===== src/rtl/uart_tx_cfg.sv =====
// Configurable UART transmitter: start bit, DATA_W data bits LSB first,
// optional even/odd parity, then STOP_BITS stop bits. valid/ready handshake, done pulse.
//
// state    | meaning
// ---------+------------------------------------------------------------
// S_IDLE   | line high, ready=1, waiting for send
// S_START  | start bit (tx=0)
// S_DATA   | data bits shifted out LSB first
// S_PARITY | parity bit (only when parity_mode is 01 or 10)
// S_STOP   | stop bit(s); ready/done raised on the final cycle

module uart_tx_cfg #(
    parameter int CLKS_PER_BIT = 434,
    parameter int DATA_W       = 8,
    parameter int STOP_BITS    = 1
) (
    input  logic              clk,
    input  logic              rst,
    input  logic [DATA_W-1:0] data,
    input  logic [1:0]        parity_mode,
    input  logic              send,
    output logic              ready,
    output logic              tx,
    output logic              done
);

    generate
        if (CLKS_PER_BIT < 2) begin : g_bad_cpb
            $error("uart_tx_cfg: CLKS_PER_BIT must be >= 2");
        end
        if (DATA_W < 5 || DATA_W > 9) begin : g_bad_dw
            $error("uart_tx_cfg: DATA_W must be in 5..9");
        end
        if (STOP_BITS < 1 || STOP_BITS > 2) begin : g_bad_sb
            $error("uart_tx_cfg: STOP_BITS must be 1 or 2");
        end
    endgenerate

    localparam int CNT_W = $clog2(CLKS_PER_BIT);
    localparam int IDX_W = $clog2(DATA_W);

    localparam logic [CNT_W-1:0] BAUD_LAST = CNT_W'(CLKS_PER_BIT - 1);
    localparam logic [CNT_W-1:0] BAUD_PRE  = CNT_W'(CLKS_PER_BIT - 2);
    localparam logic [IDX_W-1:0] DATA_LAST = IDX_W'(DATA_W - 1);
    localparam logic [IDX_W-1:0] STOP_LAST = IDX_W'(STOP_BITS - 1);

    typedef enum logic [2:0] {
        S_IDLE,
        S_START,
        S_DATA,
        S_PARITY,
        S_STOP
    } state_t;

    state_t            state;
    logic [CNT_W-1:0]  baud_cnt;
    logic [IDX_W-1:0]  bit_idx;
    logic [DATA_W-1:0] shreg;
    logic              par_en;
    logic              par_bit;

    logic baud_end;
    assign baud_end = (baud_cnt == BAUD_LAST);

    always_ff @(posedge clk or posedge rst) begin
        if (rst) begin
            state    <= S_IDLE;
            tx       <= 1'b1;
            ready    <= 1'b1;
            done     <= 1'b0;
            baud_cnt <= '0;
            bit_idx  <= '0;
            shreg    <= '0;
            par_en   <= 1'b0;
            par_bit  <= 1'b0;
        end else begin
            done <= 1'b0;
            // ready is high in IDLE and on the last stop cycle, so this also chains frames
            if (send && ready) begin
                shreg    <= data;
                par_en   <= ^parity_mode;
                par_bit  <= (^data) ^ parity_mode[1];
                tx       <= 1'b0;
                ready    <= 1'b0;
                baud_cnt <= '0;
                bit_idx  <= '0;
                state    <= S_START;
            end else begin
                case (state)
                    S_IDLE: begin
                        tx       <= 1'b1;
                        baud_cnt <= '0;
                    end
                    S_START: begin
                        if (baud_end) begin
                            baud_cnt <= '0;
                            bit_idx  <= '0;
                            tx       <= shreg[0];
                            shreg    <= shreg >> 1;
                            state    <= S_DATA;
                        end else begin
                            baud_cnt <= baud_cnt + CNT_W'(1);
                        end
                    end
                    S_DATA: begin
                        if (baud_end) begin
                            baud_cnt <= '0;
                            if (bit_idx == DATA_LAST) begin
                                bit_idx <= '0;
                                if (par_en) begin
                                    tx    <= par_bit;
                                    state <= S_PARITY;
                                end else begin
                                    tx    <= 1'b1;
                                    state <= S_STOP;
                                end
                            end else begin
                                bit_idx <= bit_idx + IDX_W'(1);
                                tx      <= shreg[0];
                                shreg   <= shreg >> 1;
                            end
                        end else begin
                            baud_cnt <= baud_cnt + CNT_W'(1);
                        end
                    end
                    S_PARITY: begin
                        if (baud_end) begin
                            baud_cnt <= '0;
                            bit_idx  <= '0;
                            tx       <= 1'b1;
                            state    <= S_STOP;
                        end else begin
                            baud_cnt <= baud_cnt + CNT_W'(1);
                        end
                    end
                    S_STOP: begin
                        if (baud_end) begin
                            baud_cnt <= '0;
                            if (bit_idx == STOP_LAST) begin
                                bit_idx <= '0;
                                state   <= S_IDLE;
                            end else begin
                                bit_idx <= bit_idx + IDX_W'(1);
                            end
                        end else begin
                            baud_cnt <= baud_cnt + CNT_W'(1);
                            // registered outputs: raise one cycle early so they land on the final cycle
                            if (bit_idx == STOP_LAST && baud_cnt == BAUD_PRE) begin
                                done  <= 1'b1;
                                ready <= 1'b1;
                            end
                        end
                    end
                    default: begin
                        tx    <= 1'b1;
                        ready <= 1'b1;
                        state <= S_IDLE;
                    end
                endcase
            end
        end
    end

endmodule


===== config.mk =====
export PLATFORM = sky130hd
export DESIGN_NAME = uart_tx_cfg
export DESIGN_NICKNAME = d
export VERILOG_FILES = /design/src/rtl/uart_tx_cfg.sv
export SDC_FILE = /design/constraint.sdc
export NUM_CORES = 1
export LEC_CHECK = 0
export BUFFER_PORTS_ARGS = -buffer_cell sky130_fd_sc_hd__buf_2
export CAP_MARGIN = 20
export CORE_UTILIZATION = 45
export CTS_BUF_LIST = sky130_fd_sc_hd__clkbuf_16
export CTS_CLUSTER_SIZE = 14
export DETAILED_ROUTE_END_ITERATION = 7
export PLACE_DENSITY = 0.66
export RECOVER_POWER = 50
export SYNTH_ARGS = -nofsm -noshare
export SYNTH_HDL_FRONTEND = slang
export SYNTH_SLANG_ARGS = --single-unit

===== constraint.sdc =====
create_clock -name clk -period 1.6 [get_ports clk]
set_input_delay 0.48 -clock clk [delete_from_list [all_inputs] [get_ports clk]]
set_output_delay 0.48 -clock clk [all_outputs]
set_load 0.005 [all_outputs]

==> summary.txt, run 1 <==
Die
  • Starting Density: 0.467
  • Die height: 63.7 um
  • # IOs: 16
  • Die Area: 4050 sq um
  • Core ar.: 3660 sq um
  • Num rows: 22
  • Die Wd: 63.7 um

Setup path
  • CP max-delay cell: dfrtp_1
  • CP required: 1.80 ns
  • Worst R2R Setup Slack: -0.05 ns
  • Crit path buffers/inverters: 0
  • R2R Path Start: bit_idx[0]
  • Critical path arrival: 1.85 ns
  • R2r endpoint: bit_idx[1]
  • Worst-path cell chain: ha_2, ha_4, o32a_1, or3b_4, a21oi_2
  • Critical Path Fanout Max: 5
  • Worst Setup End Kind: register
  • Max incr delay on CP: 0.40 ns
  • R2R depth: 5
  • Kind of critical path: register to register
  • Top Family by Delay on Critical Path: compound AO/OA/AOI/OAI gates
  • Worst setup SP type: register

Place
  • Port buffer count: 15
  • DPL Wire Length: 2.91 mm
  • GP Congestion: 0.918
  • Cells after DPL: 263

Drt
  • Routed WL: 4.13 mm
  • Routed via count: 1531
  • DRT Pass-1 Iters: 4
  • DR iter-0 viols: 149
  • Routed Antenna Nets: 0
  • DRC: 0
  • DR WL/cell: 14.9 um
  • Vias/cell: 5.55

Logic synthesis
  • Number of synthesized flops with an enable pin: 0
  • Syn avg cell area: 9.35 sq um
  • Area of the mapped netlist: 1710 sq um
  • Seq/Total Area, Yosys: 0.411
  • Syn_nets: 202
  • Synth async-reset ratio: 1.00
  • Synth warn: 0
  • Post-Syn Instances: 183
  • Distinct cells, synth: 46
  • Yosys reg bits: 28
  • Top_reg_cell synth: dfrtp_1

Power
  • Pwr dens: 914 nW/um^2
  • Final Power: 2090 uW
  • Worst VDD drop: 0.460 mV
  • P_int: 1520 uW
  • Clock power share: 0.356
  • Sequential Power Share: 0.393
  • Sw power: 569 uW
  • Leakage: 0.000983 uW
  • Comb pwr share: 0.251
  • Sw frac: 0.272

Timing
  • Tcrit/Tclk final: 1.03
  • Hold Fails Final Rpt: 0
  • RSZ-0062 raised after global routing: yes
  • Max Freq: 608 MHz
  • Worst-margin pin slew: 0.622 ns
  • Slew HR: 0.585
  • Max-slew violations: 0
  • Final setup violation count: 3
  • Setup TNS: -0.0835 ns
  • Final min period: 1.65 ns
  • Final WS setup: -0.0459 ns
  • Final Skew: 0.00518 ns

Finish
  • Finished Layout Cells: 276
  • Diode count: 0
  • Final nets: 248
  • Area of the multi-input gates: 1030 sq um
  • Area growth syn-to-layout: 33.9%
  • Fillers: 284
  • Reg area: 706 sq um
  • Final core occ: 0.625
  • Share of layout cells above drive strength 1: 0.368

GRT
  • Initial antenna violation count: 0
  • Vias in the first global route: 1484
  • First-pass GRT wire length: 6.75 mm
  • Largest net degree at the start of global routing: 17
  • Grt ovf: 0
  • Global Route Usage Sum: 0.217

Clocking
  • CTS sink count: 28
  • TritonCTS clock tree: built
  • Number of H-tree levels: 1
  • Clock-pin slew on the worst setup and hold paths: 0.07 ns
  • Hold-fix buffers, CTS: 0
  • Num CTS Buffers: 3
  • Clock root cell: clkbuf_16
  • Max clock buf depth: 2
  • Clk Latency, worst-skew pair: 0.27 ns

Worst hold path
  • Min-delay worst type: input pin to asynchronous set/reset pin

Flow run
  • Max-cap check violation count: 0

Outcome
  • Failing checks: negative setup slack
  • Outcome: complete, but fails checks
==> Yosys cell counts, types with 2 or more instances <==
| cell | instances | share of area |
|---|---|---|
| dfstp_2 | 2 | 0.031 |
| xnor2_1 | 12 | 0.061 |
| nand2b_1 | 3 | 0.011 |
| dfrtp_1 | 26 | 0.38 |
| nand2_1 | 17 | 0.037 |
| a21oi_1 | 8 | 0.023 |
| nor3_1 | 4 | 0.012 |
| inv_1 | 11 | 0.024 |
| a211oi_1 | 2 | 0.0088 |
| nand3_1 | 8 | 0.023 |
| nor2_1 | 13 | 0.029 |
| buf_2 | 4 | 0.012 |
| or3_1 | 2 | 0.0073 |
| o21ai_0 | 14 | 0.041 |
| a31oi_1 | 5 | 0.018 |
| clkbuf_1 | 4 | 0.0088 |
| ha_1 | 6 | 0.044 |
| xor2_1 | 5 | 0.026 |
| mux2i_1 | 10 | 0.059 |
==> worst reg2reg max path: cells and delay by family, from the launching register on <==
family / cells / cell delay [ns]
AND/OR/NAND/NOR: 1 / 0.38
adder cells (fa/ha/maj): 2 / 0.39
flip-flops: 1 / 0.40
AO/OA/AOI/OAI: 2 / 0.41
==> layout make-up <==
type                            instances  share of cell area
Clock inverter                          1              0.0131
Tap cell                               48              0.0262
Timing Repair Buffer                   50               0.150
Sequential cell                        28               0.308
Clock buffer                            3              0.0328
Multi-Input combinational cell        135               0.451
Inverter                               11              0.0180
==> cells by family (layout without fill, tap and decap cells) <==
| group | after synthesis | after routing | share of synthesized area |
|---|---|---|---|
| XOR/XNOR | 17 | 17 | 0.0871 |
| AO/OA/AOI/OAI | 38 | 38 | 0.141 |
| multiplexers | 10 | 10 | 0.0585 |
| adder cells (fa/ha/maj) | 7 | 7 | 0.0497 |
| flip-flops | 28 | 28 | 0.411 |
| buffers and inverters | 20 | 65 | 0.0512 |
| AND/OR/NAND/NOR | 63 | 63 | 0.201 |
==> stage by stage <==
stage | setup slack (ns) | hold WS (ns) | cell area, sq um
after floorplan | 0.00490 | 0.442 | 1750
after global placement | -0.0334 | 0.441 | 2040
after detailed placement | -0.0797 | 0.451 | 2040
after CTS | -0.0712 | 0.163 | 2180
after global routing | -0.109 | 0.195 | 2290
final | -0.0459 | 0.147 | 2290
==> per-layer routing <==
layer  up-vias  wire (um)  global-route usage
li1        728          -                   -
met1       734       1710               0.265
met2        56       2120               0.370
met3        13        183              0.0362
met4         0        114               0.102
met5         -          0                   0
==> state kept, by name, indices dropped and copies added, names as in the netlist <==
register and cells:
tx 1, ready 1, baud_cnt 9, bit_idx 3
state 3, par_en 1, par_bit 1, shreg 8
done 1
==> layout by cell type, fill, tap and decap left out, types with 6 or more instances in the layout <==
cell type,n
nor2_1,13
a21oi_1,6
inv_1,9
buf_2,15
o21ai_1,7
o21ai_0,7
nand3_1,7
dfrtp_1,24
nand2_1,16
mux2i_1,10
xnor2_1,12
buf_4,30
==> what timing repair did <==
action,4_1_cts,5_1_grt
pin swaps,7,14
gates resized for setup,7,20
setup buffers,0,9
endpoints found under the hold margin,0,0
endpoints found under the setup margin,18,24
==> power groups by stage <==
stage / registers (uW) / clock network (uW) / logic [uW]
global placement: 825 / 0 / 413
finish: 822 / 744 / 526
floorplan: 815 / 0 / 312
CTS: 820 / 759 / 455
global route: 831 / 778 / 582
detailed placement: 830 / 0 / 432
==> worst max path at each step <==
stage                       to  cells after the start        start  slack, ns
floorplan           bit_idx[1]                      5   bit_idx[1]      0.005
global placement         ready                      7  baud_cnt[0]      -0.03
detailed placement  bit_idx[1]                      5   bit_idx[1]      -0.08
finish              bit_idx[1]                      5   bit_idx[0]      -0.05
CTS                 bit_idx[1]                      7   bit_idx[0]      -0.07
global route        bit_idx[1]                      7   bit_idx[0]      -0.11
Power figures use the tool's default switching activity.
==> run 2: changes to the inputs <==
- BUFFER_PORTS_ARGS: -buffer_cell sky130_fd_sc_hd__buf_2 -> unset
- DONT_BUFFER_PORTS: unset -> 1
- PLACE_DENSITY: 0.66 -> unset
==> summary.txt, run 2 (synthesis results as in run 1) <==
Outcome
  • Outcome: complete, but fails checks
  • Failing checks: negative setup slack

Clocking
  • Clk Latency, worst-skew pair: 0.27 ns
  • Number of H-tree levels: 1
  • Clock root cell: clkbuf_16
  • Num CTS Buffers: 3
  • Clock-pin slew on the worst setup and hold paths: 0.07 ns
  • Max clock buf depth: 2
  • TritonCTS clock tree: built
  • CTS sink count: 28

Drt
  • Routed via count: 1390
  • DR iter-0 viols: 100
  • DRC: 0
  • DRT Pass-1 Iters: 4
  • Vias/cell: 5.43
  • DR WL/cell: 15.4 um
  • Routed WL: 3.93 mm
  • Routed Antenna Nets: 0

Flow run
  • Max-cap check violation count: 0

GRT
  • First-pass GRT wire length: 6.53 mm
  • Grt ovf: 0
  • Initial antenna violation count: 0
  • Global Route Usage Sum: 0.211
  • Vias in the first global route: 1413
  • Largest net degree at the start of global routing: 23

Timing
  • Slew HR: 0.322
  • Final Skew: 0.00653 ns
  • Final min period: 1.71 ns
  • Hold Fails Final Rpt: 0
  • Worst-margin pin slew: 1.02 ns
  • Tcrit/Tclk final: 1.07
  • Max-slew violations: 0
  • Final setup violation count: 14
  • Max Freq: 586 MHz
  • RSZ-0062 raised after global routing: yes
  • Final WS setup: -0.107 ns

Finish
  • Finished Layout Cells: 256
  • Most frequent cells in the layout: buf_4 (30), dfrtp_1 (25), nand2_1 (16)
  • Fin area: 2130 sq um
  • Most common cell after layout, fill and taps aside: buf_4
  • Max reg flops: 9
  • Share of layout cells above drive strength 1: 0.293
  • Reg with most FFs: baud_cnt
  • Area growth syn-to-layout: 24.4%
  • Final nets: 229
  • Largest regs: baud_cnt x9, shreg x8
  • Diode count: 0

Setup path
  • Critical Path Fanout Max: 5
  • CP required: 1.79 ns
  • Worst Setup End Kind: register
  • Worst setup endpoint: bit_idx[1]
  • Kind of critical path: register to register
  • Worst setup SP type: register
  • Worst R2R Setup Slack: -0.11 ns
  • R2R Path Start: bit_idx[0]
  • R2R depth: 5
  • Critical path arrival: 1.89 ns
  • Worst setup path start: bit_idx[0]
  • R2r endpoint: bit_idx[1]

Power
  • Leakage: 0.000904 uW
  • Pwr dens: 876 nW/um^2
  • Worst VDD drop: 0.639 mV

Die
  • Die height: 63.7 um
  • Die Wd: 63.7 um
  • Num rows: 22
  • Die Area: 4050 sq um
  • Core ar.: 3660 sq um
  • # IOs: 16
  • Starting Density: 0.467

Place
  • DPL Wire Length: 2.73 mm
  • GP Congestion: 0.846
  • Cells after DPL: 247
  • Cell Area, Placed: 1950 sq um
  • Port buffer count: 0

Worst hold path
  • Min-delay worst type: input pin to asynchronous set/reset pin
run 2: cell count changes in the layout (fill, tap and decap cells not counted), moves of 2 or more:
| cell | before | now |
|---|---|---|
| a31oi_2 | 2 | 0 |
| clkbuf_1 | 2 | 0 |
| o21ai_0 | 7 | 11 |
| buf_2 | 15 | 0 |
| o21ai_1 | 7 | 3 |
run 2: worst min-delay path by stage:
| stage | from | end | slack [ns] | cells past startpoint |
|---|---|---|---|---|
| floorplan | par_en | par_en | 0.44 | 2 |
| global placement | rst | bit_idx[0] | 0.34 | 1 |
| detailed placement | rst | bit_idx[1] | 0.35 | 1 |
| CTS | rst | done | 0.06 | 1 |
| global route | rst | bit_idx[1] | 0.04 | 1 |
| finish | rst | baud_cnt[0] | 0.02 | 1 |
run 2: what timing repair did:
action                     in CTS  in global routing
pin swaps                       6                  7
setup endpoints to repair      13                 23
buffers inserted                3                  3
hold buffers                    0                  0
resized for setup               3                 14
run 2: worst max-delay path: stages (launching register included):
cell and delay, ns:
dfrtp_1 0.41, ha_2 0.21, ha_4 0.18, o32a_1 0.29, or3b_4 0.38, a21oi_2 0.16
run 2: through the flow:
stage               power (uW)   util  setup WS [ns]  hold slack [ns]  TNS [ns]
detailed placement        1220  0.533         -0.125            0.346    -0.221
global route              1960  0.581         -0.159           0.0355     -2.35
global placement          1210  0.533        -0.0375            0.337   -0.0655
floorplan                 1130      -        0.00490            0.442         0
finish                    1860  0.581         -0.107           0.0205    -0.277
CTS                       1820  0.565        -0.0846           0.0610    -0.177
run 2: area by class of cell:
type | count | area [sq um]
well taps | 48 | 60.1
inverters | 11 | 41.3
fillers | 332 | 1530
clock buffers | 3 | 75.1
repair buffers | 31 | 238
multi-input cells | 135 | 1010
flip-flops and latches | 28 | 704
run 2: layer usage:
metal / global-route usage / up-vias / share of wire
li1: - / 687 / -
met1: 0.264 / 665 / 0.46
met2: 0.358 / 29 / 0.49
met3: 0.0326 / 9 / 0.030
met4: 0.0852 / 0 / 0.020
met5: 0 / - / 0
run 2: power by group:
group / leakage [uW] / switching (uW) / internal [uW]
Combinational: 0.000497 / 245 / 217
Sequential: 0.000369 / 47.7 / 770
Clock: 0.0000370 / 251 / 333
==> run 3: changes to the inputs <==
- RECOVER_POWER: 50 -> 25
- clock period: 1.6 -> 1.9 ns (I/O delays scaled with it)
==> summary.txt, run 3 (synthesis results as in run 1) <==
Finish
  • Reg with most FFs: baud_cnt
  • Largest regs: baud_cnt x9, shreg x8
  • Share of layout cells above drive strength 1: 0.134
  • Diode count: 0
  • Max reg flops: 9
  • Final nets: 206
  • Area of the multi-input gates: 925 sq um
  • Area growth syn-to-layout: 10.6%
  • Most common cell after layout, fill and taps aside: dfrtp_1
  • Most frequent cells in the layout: dfrtp_1 (26), nand2_1 (17), o21ai_0 (14)
  • Reg area: 703 sq um
  • Fillers: 349

Setup path
  • CP required: 2.05 ns
  • CP max-delay cell: dfrtp_1
  • Crit path buffers/inverters: 1
  • Worst-path cell chain: inv_1, ha_2, and4b_2, o22ai_1, a221oi_1, nor2_1
  • Worst Setup End Kind: register
  • Worst setup SP type: register
  • Critical Path Fanout Max: 7
  • Kind of critical path: register to register
  • Critical path arrival: 1.91 ns
  • Top Family by Delay on Critical Path: compound AO/OA/AOI/OAI gates
  • Max incr delay on CP: 0.41 ns
  • Worst R2R Setup Slack: 0.14 ns

Die
  • Starting Density: 0.467
  • Num rows: 22
  • Die Wd: 63.7 um
  • Die height: 63.7 um
  • # IOs: 16
  • Core ar.: 3660 sq um
  • Die Area: 4050 sq um

Power
  • Sw frac: 0.257
  • Sw power: 413 uW
  • Comb pwr share: 0.181
  • Worst VDD drop: 0.366 mV
  • Final Power: 1600 uW
  • P_int: 1190 uW
  • Sequential Power Share: 0.429
  • Clock power share: 0.391
  • Pwr dens: 847 nW/um^2
  • Leakage: 0.000780 uW

Clocking
  • TritonCTS clock tree: built
  • Num CTS Buffers: 3
  • CTS sink count: 28
  • Clock-pin slew on the worst setup and hold paths: 0.07 ns
  • Max clock buf depth: 2
  • Hold-fix buffers, CTS: 0
  • Number of H-tree levels: 1
  • Clk Latency, worst-skew pair: 0.27 ns
  • Clock root cell: clkbuf_16

Timing
  • RSZ-0062 raised after global routing: no
  • Final WS setup: 0.139 ns
  • Final Skew: 0.00601 ns
  • Final setup violation count: 0
  • Hold Fails Final Rpt: 0
  • Worst-margin pin slew: 0.694 ns
  • Tcrit/Tclk final: 0.927
  • Final min period: 1.76 ns
  • Max-slew violations: 0
  • Setup TNS: 0 ns
  • Max Freq: 568 MHz
  • Slew HR: 0.537

Drt
  • DRC: 0
  • DRT Pass-1 Iters: 4
  • DR top layer: met4
  • Met2 Wirelength: 1.73 mm
  • Met1 wire length: 1.50 mm
  • DR iter-0 viols: 89
  • DR WL/cell: 14.5 um
  • Routed WL: 3.40 mm
  • Routed via count: 1314
  • Routed Antenna Nets: 0
  • Vias/cell: 5.62
  • Routed wl met3: 104 um

Place
  • GP Congestion: 0.782
  • DPL Wire Length: 2.47 mm
  • Setup slack at placement: 0.121 ns
  • Port buffer count: 0

GRT
  • Largest net degree at the start of global routing: 29
  • Global Route Usage Sum: 0.196
  • Initial antenna violation count: 0
  • First-pass GRT wire length: 6.16 mm
  • Grt ovf: 0
  • Vias in the first global route: 1350

Worst hold path
  • Min-delay worst type: input pin to register

Outcome
  • Outcome: finished, final reports clean

Flow run
  • Max-cap check violation count: 0
-- run 3: changes by cell type in the layout (fill, tap and decap cells not counted), sizes merged --
| cell | before | now |
|---|---|---|
| dlymetal6s2s | 1 | 0 |
| clkbuf | 3 | 4 |
| buf | 30 | 7 |
| bufinv | 0 | 1 |
-- run 3: power by group through the flow --
stage / clock [uW] / sequential [uW] / combinational (uW)
2_1_floorplan: 0 / 685 / 239
3_3_place_gp: 0 / 695 / 281
3_5_place_dp: 0 / 699 / 290
4_1_cts: 647 / 689 / 291
5_1_grt: 665 / 697 / 337
6_report: 626 / 688 / 289
-- run 3: what timing repair did --
| action | CTS | global route |
|---|---|---|
| endpoints found under the setup margin | 0 | 11 |
| resized for setup | 0 | 2 |
| setup buffers | 0 | 3 |
-- run 3: per-layer routing --
metal,global-route usage,vias up
met4,0.0767,0
li1,-,647
met1,0.243,633
met5,0,-
met2,0.339,27
met3,0.0272,7
-- run 3: cell type report --
cell class                 count  share of cell area
clock inverter                 1              0.0159
inverter                      11              0.0218
sequential                    28               0.372
tap                           48              0.0317
timing repair buffer           8              0.0304
multi-input combinational    135               0.489
clock buffer                   3              0.0397
-- run 3: metrics by stage --
step / utilization / area [sq um] / instances / hold WS [ns]
after floorplan: - / 1710 / 183 / 0.442
after global placement: 0.481 / 1760 / 227 / 0.464
after detailed placement: 0.481 / 1760 / 227 / 0.475
after CTS: 0.510 / 1870 / 231 / 0.262
after global routing: 0.517 / 1890 / 234 / 0.348
final: 0.517 / 1890 / 234 / 0.355
-- run 3: final timing paths --
check	startpoint	end	cells after the start
max	baud_cnt[1]	state[1]	6
min	send	ready	1
max reg2reg	baud_cnt[1]	state[1]	6
min reg2reg	shreg[0]	shreg[0]	2
max in group asynchronous	rst	baud_cnt[0]	2
min in group asynchronous	rst	baud_cnt[8]	2
